`config.mk`:
```
export PLATFORM = sky130hd
export DESIGN_NAME = marker_event_queue_flat
export DESIGN_NICKNAME = d
export VERILOG_FILES = /design/src/rtl/marker_pkg.sv /design/src/rtl/marker_event_queue_if.sv /design/src/rtl/marker_fifo2w.sv /design/src/rtl/marker_event_queue.sv /design/src/flat_wrapper.sv
export SDC_FILE = /design/constraint.sdc
export NUM_CORES = 2
export LEC_CHECK = 0
export CAP_MARGIN = 20
export CORE_MARGIN = 4
export CORE_UTILIZATION = 56
export DETAILED_ROUTE_END_ITERATION = 10
export PLACE_DENSITY = 0.76
export SLEW_MARGIN = 20
export SYNTH_ARGS = -nofsm -noshare
export SYNTH_HDL_FRONTEND = slang
export SYNTH_HIERARCHICAL = 1
export SYNTH_SLANG_ARGS = --single-unit
```
`constraint.sdc`:
```
create_clock -name clock -period 10.1 [get_ports clock]
set_input_delay 1.515 -clock clock [delete_from_list [all_inputs] [get_ports clock]]
set_output_delay 1.515 -clock clock [all_outputs]
set_load 0.01 [all_outputs]
```
`src/rtl/marker_pkg.sv`:
```
// Shared types and decode helper for the phase-marker event queue.
// Markers are `slti x0,x0,ID`; the immediate field carries the phase ID.
package marker_pkg;

  localparam logic [19:0] MARKER_LOW20  = 20'h02013;
  localparam logic [11:0] MARKER_MAX_ID = 12'd13;
  localparam int          DEFAULT_TS_W  = 64;

  // Phase p owns marker IDs 2p (START) and 2p+1 (END).
  typedef enum logic [2:0] {
    PH_VCTM, PH_DELAY, PH_TEXE, PH_LEAK, PH_INIT, PH_BIM, PH_TRAIN
  } phase_e;

  typedef enum logic {
    PHASE_IDLE,
    PHASE_OPEN
  } phase_state_e;

  typedef struct packed {
    logic [3:0]              id;
    logic                    commit;
    logic [DEFAULT_TS_W-1:0] stamp;
  } marker_evt_t;

  typedef struct packed {
    logic       hit;
    logic [3:0] id;
  } marker_dec_t;

  function automatic marker_dec_t decode_marker(input logic [31:0] inst);
    marker_dec_t dec;
    dec.hit = (inst[19:0] == MARKER_LOW20) && (inst[31:20] <= MARKER_MAX_ID);
    dec.id  = inst[23:20];
    return dec;
  endfunction

endpackage

```
`src/rtl/marker_event_queue_if.sv`:
```
// ROB-side marker streams plus the event-logger drain and status signals.
// master = ROB/logger side, slave = marker_event_queue.
interface marker_event_queue_if #(
    parameter int TS_W       = 64,
    parameter int NUM_PHASES = 7,
    parameter int DROP_W     = 16
);
    logic                  enq_valid;
    logic [31:0]           enq_inst;
    logic                  commit_valid;
    logic [31:0]           commit_inst;
    logic                  evt_valid;
    logic                  evt_ready;
    logic [3:0]            evt_id;
    logic                  evt_commit;
    logic [TS_W-1:0]       evt_time;
    logic [DROP_W-1:0]     drop_count;
    logic [NUM_PHASES-1:0] open_phases;
    logic                  proto_err;

    modport master (
        output enq_valid, enq_inst, commit_valid, commit_inst, evt_ready,
        input  evt_valid, evt_id, evt_commit, evt_time, drop_count, open_phases, proto_err
    );

    modport slave (
        input  enq_valid, enq_inst, commit_valid, commit_inst, evt_ready,
        output evt_valid, evt_id, evt_commit, evt_time, drop_count, open_phases, proto_err
    );
endinterface

```
`src/rtl/marker_fifo2w.sv`:
```
// Dual-write, single-read event FIFO; port 0 has write priority over port 1.
// A pop in the same cycle frees a slot for that cycle's writes; overflow is counted.
module marker_fifo2w
    import marker_pkg::*;
#(
    parameter int  DEPTH  = 16,
    parameter int  DROP_W = 16,
    parameter type evt_t  = marker_evt_t
) (
    input  logic              clock,
    input  logic              reset,
    input  logic              wr0_valid,
    input  evt_t              wr0_data,
    input  logic              wr1_valid,
    input  evt_t              wr1_data,
    output logic              rd_valid,
    input  logic              rd_ready,
    output evt_t              rd_data,
    output logic [DROP_W-1:0] drop_count
);
    localparam int AW = $clog2(DEPTH);

    evt_t              mem [DEPTH];
    evt_t              last_q;
    logic [AW:0]       wr_ptr, rd_ptr, count, wr1_ptr;
    logic [AW+1:0]     free;
    logic              pop, acc0, acc1;
    logic [1:0]        n_drop;
    logic [DROP_W:0]   drop_sum;
    logic [DROP_W-1:0] drop_q;

    assign count    = wr_ptr - rd_ptr;
    assign rd_valid = (count != '0);
    assign pop      = rd_valid & rd_ready;
    assign free     = (AW+2)'(DEPTH) - {1'b0, count} + (AW+2)'(pop);

    always_comb begin
        // NOTE: every combinational output gets a default first so no path leaves it unassigned (no latch).
        acc0 = 1'b0;
        acc1 = 1'b0;
        if (wr0_valid && wr1_valid) begin
            acc0 = (free >= (AW+2)'(1));
            acc1 = (free >= (AW+2)'(2));
        end else if (wr0_valid) begin
            acc0 = (free >= (AW+2)'(1));
        end else if (wr1_valid) begin
            acc1 = (free >= (AW+2)'(1));
        end
        n_drop   = {1'b0, wr0_valid & ~acc0} + {1'b0, wr1_valid & ~acc1};
        wr1_ptr  = wr_ptr + (AW+1)'(acc0);
        drop_sum = {1'b0, drop_q} + (DROP_W+1)'(n_drop);
    end

    always_ff @(posedge clock) begin
        // NOTE: sequential state uses non-blocking assignments so all registers update from pre-edge values.
        if (!reset) begin
            wr_ptr <= '0;
            rd_ptr <= '0;
            drop_q <= '0;
            last_q <= '0;
        end else begin
            wr_ptr <= wr_ptr + (AW+1)'(acc0) + (AW+1)'(acc1);
            rd_ptr <= rd_ptr + (AW+1)'(pop);
            drop_q <= drop_sum[DROP_W] ? '1 : drop_sum[DROP_W-1:0];
            if (pop) last_q <= mem[rd_ptr[AW-1:0]];
        end
    end

    // NOTE: storage is deliberately not reset; the pointers alone define which entries are live.
    always_ff @(posedge clock) begin
        if (acc0) mem[wr_ptr[AW-1:0]]  <= wr0_data;
        if (acc1) mem[wr1_ptr[AW-1:0]] <= wr1_data;
    end

    // When empty the outputs keep showing the most recently consumed event.
    assign rd_data    = rd_valid ? mem[rd_ptr[AW-1:0]] : last_q;
    assign drop_count = drop_q;

endmodule

```
`src/rtl/marker_event_queue.sv`:
```
// Decodes phase markers on the ROB enqueue/commit streams, timestamps and queues them,
// and tracks per-phase open/closed state on the commit stream.
module marker_event_queue
    import marker_pkg::*;
#(
    parameter int DEPTH      = 16,
    parameter int TS_W       = 64,
    parameter int NUM_PHASES = 7,
    parameter int DROP_W     = 16
) (
    input logic                 clock,
    input logic                 reset,
    marker_event_queue_if.slave bus
);
    typedef struct packed {
        logic [3:0]      id;
        logic            commit;
        logic [TS_W-1:0] stamp;
    } evt_t;

    logic [TS_W-1:0]       cycle_q;
    marker_dec_t           enq_dec, com_dec;
    logic                  enq_hit, com_hit, head_valid;
    evt_t                  enq_evt, com_evt, head_evt;
    logic [NUM_PHASES-1:0] open_vec, phase_err;
    logic                  proto_err_q;

    always_ff @(posedge clock) begin
        if (!reset) cycle_q <= '0;
        else        cycle_q <= cycle_q + TS_W'(1);
    end

    always_comb begin
        enq_dec = decode_marker(bus.enq_inst);
        com_dec = decode_marker(bus.commit_inst);
    end

    assign enq_hit = bus.enq_valid & enq_dec.hit;
    assign com_hit = bus.commit_valid & com_dec.hit;
    assign enq_evt = '{id: enq_dec.id, commit: 1'b0, stamp: cycle_q};
    assign com_evt = '{id: com_dec.id, commit: 1'b1, stamp: cycle_q};

    marker_fifo2w #(
        .DEPTH  (DEPTH),
        .DROP_W (DROP_W),
        .evt_t  (evt_t)
    ) u_fifo (
        .clock      (clock),
        .reset      (reset),
        .wr0_valid  (enq_hit),
        .wr0_data   (enq_evt),
        .wr1_valid  (com_hit),
        .wr1_data   (com_evt),
        .rd_valid   (head_valid),
        .rd_ready   (bus.evt_ready),
        .rd_data    (head_evt),
        .drop_count (bus.drop_count)
    );

    // One IDLE/OPEN tracker per phase; only commit-stream markers move it, dropped or not.
    for (genvar p = 0; p < NUM_PHASES; p++) begin : g_phase
        phase_state_e state_q, state_d;
        logic         sel, is_start, is_open, bad;

        assign sel      = com_hit && (com_dec.id[3:1] == 3'(p));
        assign is_start = ~com_dec.id[0];

        always_ff @(posedge clock) begin
            if (!reset) state_q <= PHASE_IDLE;
            else        state_q <= state_d;
        end

        always_comb begin
            state_d = state_q;
            if (sel) begin
                unique case (state_q)
                    PHASE_IDLE: if (is_start)  state_d = PHASE_OPEN;
                    PHASE_OPEN: if (!is_start) state_d = PHASE_IDLE;
                endcase
            end
        end

        always_comb begin
            is_open = (state_q == PHASE_OPEN);
            bad     = sel && (is_start == is_open);
        end

        assign open_vec[p]  = is_open;
        assign phase_err[p] = bad;
    end

    always_ff @(posedge clock) begin
        if (!reset)          proto_err_q <= 1'b0;
        else if (|phase_err) proto_err_q <= 1'b1;
    end

    assign bus.evt_valid   = head_valid;
    assign bus.evt_id      = head_evt.id;
    assign bus.evt_commit  = head_evt.commit;
    assign bus.evt_time    = head_evt.stamp;
    assign bus.open_phases = open_vec;
    assign bus.proto_err   = proto_err_q;

endmodule

```
`src/flat_wrapper.sv`:
```
// flat-port wrapper written by rule: the top's interface ports become plain ports
module marker_event_queue_flat import marker_pkg::*;
#(
    parameter int DEPTH      = 16,
    parameter int TS_W       = 64,
    parameter int NUM_PHASES = 7,
    parameter int DROP_W     = 16
)
  (clock, reset, bus_enq_valid, bus_enq_inst, bus_commit_valid, bus_commit_inst, bus_evt_ready, bus_evt_valid, bus_evt_id, bus_evt_commit, bus_evt_time, bus_drop_count, bus_open_phases, bus_proto_err);
  marker_event_queue_if #(.TS_W(TS_W), .NUM_PHASES(NUM_PHASES), .DROP_W(DROP_W)) bus_i ();
  input logic clock;
  input logic reset;
  input wire logic [$bits(bus_i.enq_valid)-1:0] bus_enq_valid;
  input wire logic [$bits(bus_i.enq_inst)-1:0] bus_enq_inst;
  input wire logic [$bits(bus_i.commit_valid)-1:0] bus_commit_valid;
  input wire logic [$bits(bus_i.commit_inst)-1:0] bus_commit_inst;
  input wire logic [$bits(bus_i.evt_ready)-1:0] bus_evt_ready;
  output wire logic [$bits(bus_i.evt_valid)-1:0] bus_evt_valid;
  output wire logic [$bits(bus_i.evt_id)-1:0] bus_evt_id;
  output wire logic [$bits(bus_i.evt_commit)-1:0] bus_evt_commit;
  output wire logic [$bits(bus_i.evt_time)-1:0] bus_evt_time;
  output wire logic [$bits(bus_i.drop_count)-1:0] bus_drop_count;
  output wire logic [$bits(bus_i.open_phases)-1:0] bus_open_phases;
  output wire logic [$bits(bus_i.proto_err)-1:0] bus_proto_err;
  assign bus_i.enq_valid = bus_enq_valid;
  assign bus_i.enq_inst = bus_enq_inst;
  assign bus_i.commit_valid = bus_commit_valid;
  assign bus_i.commit_inst = bus_commit_inst;
  assign bus_i.evt_ready = bus_evt_ready;
  assign bus_evt_valid = bus_i.evt_valid;
  assign bus_evt_id = bus_i.evt_id;
  assign bus_evt_commit = bus_i.evt_commit;
  assign bus_evt_time = bus_i.evt_time;
  assign bus_drop_count = bus_i.drop_count;
  assign bus_open_phases = bus_i.open_phases;
  assign bus_proto_err = bus_i.proto_err;
  marker_event_queue #(.DEPTH(DEPTH), .TS_W(TS_W), .NUM_PHASES(NUM_PHASES), .DROP_W(DROP_W)) u_core (.clock(clock), .reset(reset), .bus(bus_i));
endmodule
```
==> flow_summary.ini <==
[timing]
min_period_over_period_pct = 75.8
hold_viol = 0
period_needed_ns = 7.66
fin_skew_ns = 0.0251
max_slew.worst_pin.slew_ns = 1.18
rsz0062_at_grt = no
whs_ns = 0.454
timing.final.ws_setup_ns = 2.44
finalSetupTns_ns = 0
slew_violations = 0
fmax_mhz = 131
setup_violations = 0
slew_headroom_pct = 21.2

[detailed_routing]
drt_iter0_drc = 4956
dr.pass1.iters = 6
num_vias = 40100
post_drt_via_cell_ratio = 6.85
wirelength_um = 175000
ant_nets = 0
wl_per_cell_um = 29.8
route.detailed.drc = 0

[worst_setup_path]
path_max_fanout = 44
critical-path-top-delay-family = buffers and inverters
cpMaxStageDelayCell = buf_4
critical_path_class = flip-flop to flip-flop
cp-start-kind = flip-flop
reg2reg_depth = 20
crit_chain = clkinv_1, ha_1, inv_1, fa_1, inv_1, ha_1, xnor3_1, a311oi_1, o21ai_0, o22a_2, nor3_4, buf_4, nor2b_1, ha_1, nand3_1, xor2_1, nor2_1, o21ai_4, buf_4, mux2_2
crit_top_cell = ha_1
cp-end-kind = flip-flop
path_depth = 20
required_ns = 10.57
slowest_delay_ns = 0.76
arrival_ns = 8.13
critical_path_buf_inv_count = 5

[yosys]
syn_inst = 4320
synth_cell_types = 70
syn_avg_cell_area_sq_um = 14.7
netlist_area_sq_um = 63500
ys_ff_latch = 1271
ys.flop_type = edfxtp_1
ys_warn_count = 6
synthArstFlopShare_pct = 0
synth_edf_count = 1104
seq_area_frac_synth_pct = 57.5

[global_route]
antenna_found_initial = 3
grt.overflow.total = 0
grt_pass1_wl_um = 258000
grt_pass1_vias = 39900
grt_max_degree = 88
grt_use_total_pct = 29.3

[clock_tree]
cts.htree.levels = 4
clockBufferDepth = 3
cts.clk_slew.worst_paths_ns = 0.06
holdBufCountCts = 0
clk_latency_ns = 0.75
cts_tree = done
cts.sinks = 1271
cts-buffers-inserted = 134
cts_resized = 0
clockRootBuffer = clkbuf_16
cts_setup_buffers = 0

[final_layout]
finalNetCount = 4334
drive_gt1_share_pct = 27.4
final_area_sq_um = 70000
fin_cells = 5859
syn2layout_area_growth_pct = 10.3
postLayoutCoreUtil_pct = 62.2
insertedDiodeCount = 0
fillers = 8088

[place]
dpl-instance-area_sq_um = 65700
place.gp.congestion = 0.836
place_ws_ns = 2.23
dpl.hpwl_um = 95200
io_buffer_count = 162
dp_cells = 5614

[min_path]
hold_depth = 2
hold_class = flip-flop to flip-flop

[pwr]
power.leakage_nw = 22.7
power_density_nw_per_um2 = 196
vdd_ir_drop_max_mv = 0.147
finalPower_mw = 13.7

[floorplan]
pin_count = 163
dieArea_sq_um = 119000
core_area_sq_um = 112000
die_h_um = 345
initial_core_util_pct = 56.5
rows = 123
die_w_um = 345

[outcome]
outcome = finished, final reports clean

[run]
maxCapViolCount = 0
==> power by group <==
group | total [mW] | switching, mW | internal [mW]
sequential | 5.81 | 0.0876 | 5.72
clock | 4.84 | 2.04 | 2.80
combinational | 3.05 | 1.65 | 1.40
==> sequential cells by signal (all words and copies together), names as in the netlist <==
name	flops
u_core/u_fifo/last_q	69
u_core/u_fifo/wr_ptr	5
u_core/u_fifo/rd_ptr	5
u_core/cycle_q	64
u_core/g_phase.is_open	7
u_core/u_fifo/drop_count	16
u_core/bus.proto_err	1
u_core/u_fifo/mem	1104
==> cell families after synthesis <==
family	synth area share (%)
flops	57.5
mux	22.1
simple gates	5.61
compound gates	9.75
buf+inv	3.92
xor+xnor	0.780
fa+ha+maj	0.319
other cells	0.0118
==> layer usage <==
layer  wire length [um]  GRT usage, %
met1              65700          39.8
met2              82700          47.3
met3              18900          5.81
met4               7260          11.4
met5                  0             0
==> path summary, 6_finish.rpt <==
check | start | endpoint | slack, ns
worst max register to register | u_core/u_fifo/wr_ptr[0]$_SDFF_PN0_ | u_core/u_fifo/mem[12][58]$_DFFE_PP_ | 2.44
worst min register to register | u_core/u_fifo/last_q[7]$_SDFFE_PN0P_ | u_core/u_fifo/last_q[7]$_SDFFE_PN0P_ | 0.45
worst min-delay path | u_core/u_fifo/last_q[7]$_SDFFE_PN0P_ | u_core/u_fifo/last_q[7]$_SDFFE_PN0P_ | 0.45
worst max-delay path | u_core/u_fifo/wr_ptr[0]$_SDFF_PN0_ | u_core/u_fifo/mem[12][58]$_DFFE_PP_ | 2.44
==> synth_stat cells (13+ instances only) <==
master | count | area, sq um
buf_4 | 14 | 105
dfxtp_1 | 167 | 3340
buf_1 | 104 | 390
ha_1 | 13 | 163
o2bb2ai_1 | 552 | 4830
xnor2_1 | 22 | 193
buf_2 | 101 | 505
a21oi_1 | 121 | 606
nor4_1 | 13 | 81.3
nor3_1 | 13 | 65.1
clkbuf_1 | 206 | 773
inv_1 | 20 | 75.1
or3_1 | 14 | 87.6
mux4_2 | 345 | 7770
edfxtp_1 | 1104 | 33200
nand2_1 | 538 | 2020
o31ai_1 | 15 | 113
mux2_2 | 504 | 5680
or4_1 | 15 | 113
xor2_1 | 32 | 280
o21ai_0 | 17 | 85.1
o41ai_1 | 15 | 131
nand3_1 | 44 | 220
buf_6 | 55 | 619
nand4_1 | 29 | 181
nor2_1 | 69 | 259
mux2_1 | 48 | 541
==> layout make-up <==
class                   instances  area (sq um)  share of cell area, %
clock inverters                53           492                  0.702
clock buffers                 192          3800                   5.42
repair buffers                268          2450                   3.51
inverters                      26           111                  0.159
well taps                    1500          1880                   2.68
multi-input cells            2549         24800                   35.4
flip-flops and latches       1271         36500                   52.1
==> layout by cell type, fill, tap and decap left out, drive strengths merged, types with 3 or more instances in the layout <==
master,synthesis,final
mux4,345,345
dfxtp,167,167
nor2b,8,8
o211ai,5,5
nand2,538,538
xor2,32,32
nor2,69,69
o31ai,15,15
nor4b,4,4
clkbuf,206,192
nand2b,6,6
or4,15,15
or4b,3,3
nor3,14,14
buf,274,106
mux2,552,552
mux2i,8,8
xnor2,22,22
clkdlybuf4s50,0,162
and4,7,7
conb,2,8
clkinv,1,41
bufinv,0,7
or3,14,14
and3,8,8
o21ai,37,37
a21oi,121,121
a311oi,4,4
edfxtp,1104,1104
nand3b,5,5
inv,25,29
and2,12,12
o41ai,15,15
o2bb2ai,552,552
nor4,15,15
nand3,44,44
nand4,32,32
ha,13,13
==> worst min-delay path: stages (launching register included) <==
cell and delay [ns]:
dfxtp_1 0.30, nand2_1 0.05, a21oi_1 0.05
No activity file was read; power rests on OpenSTA's default activity.
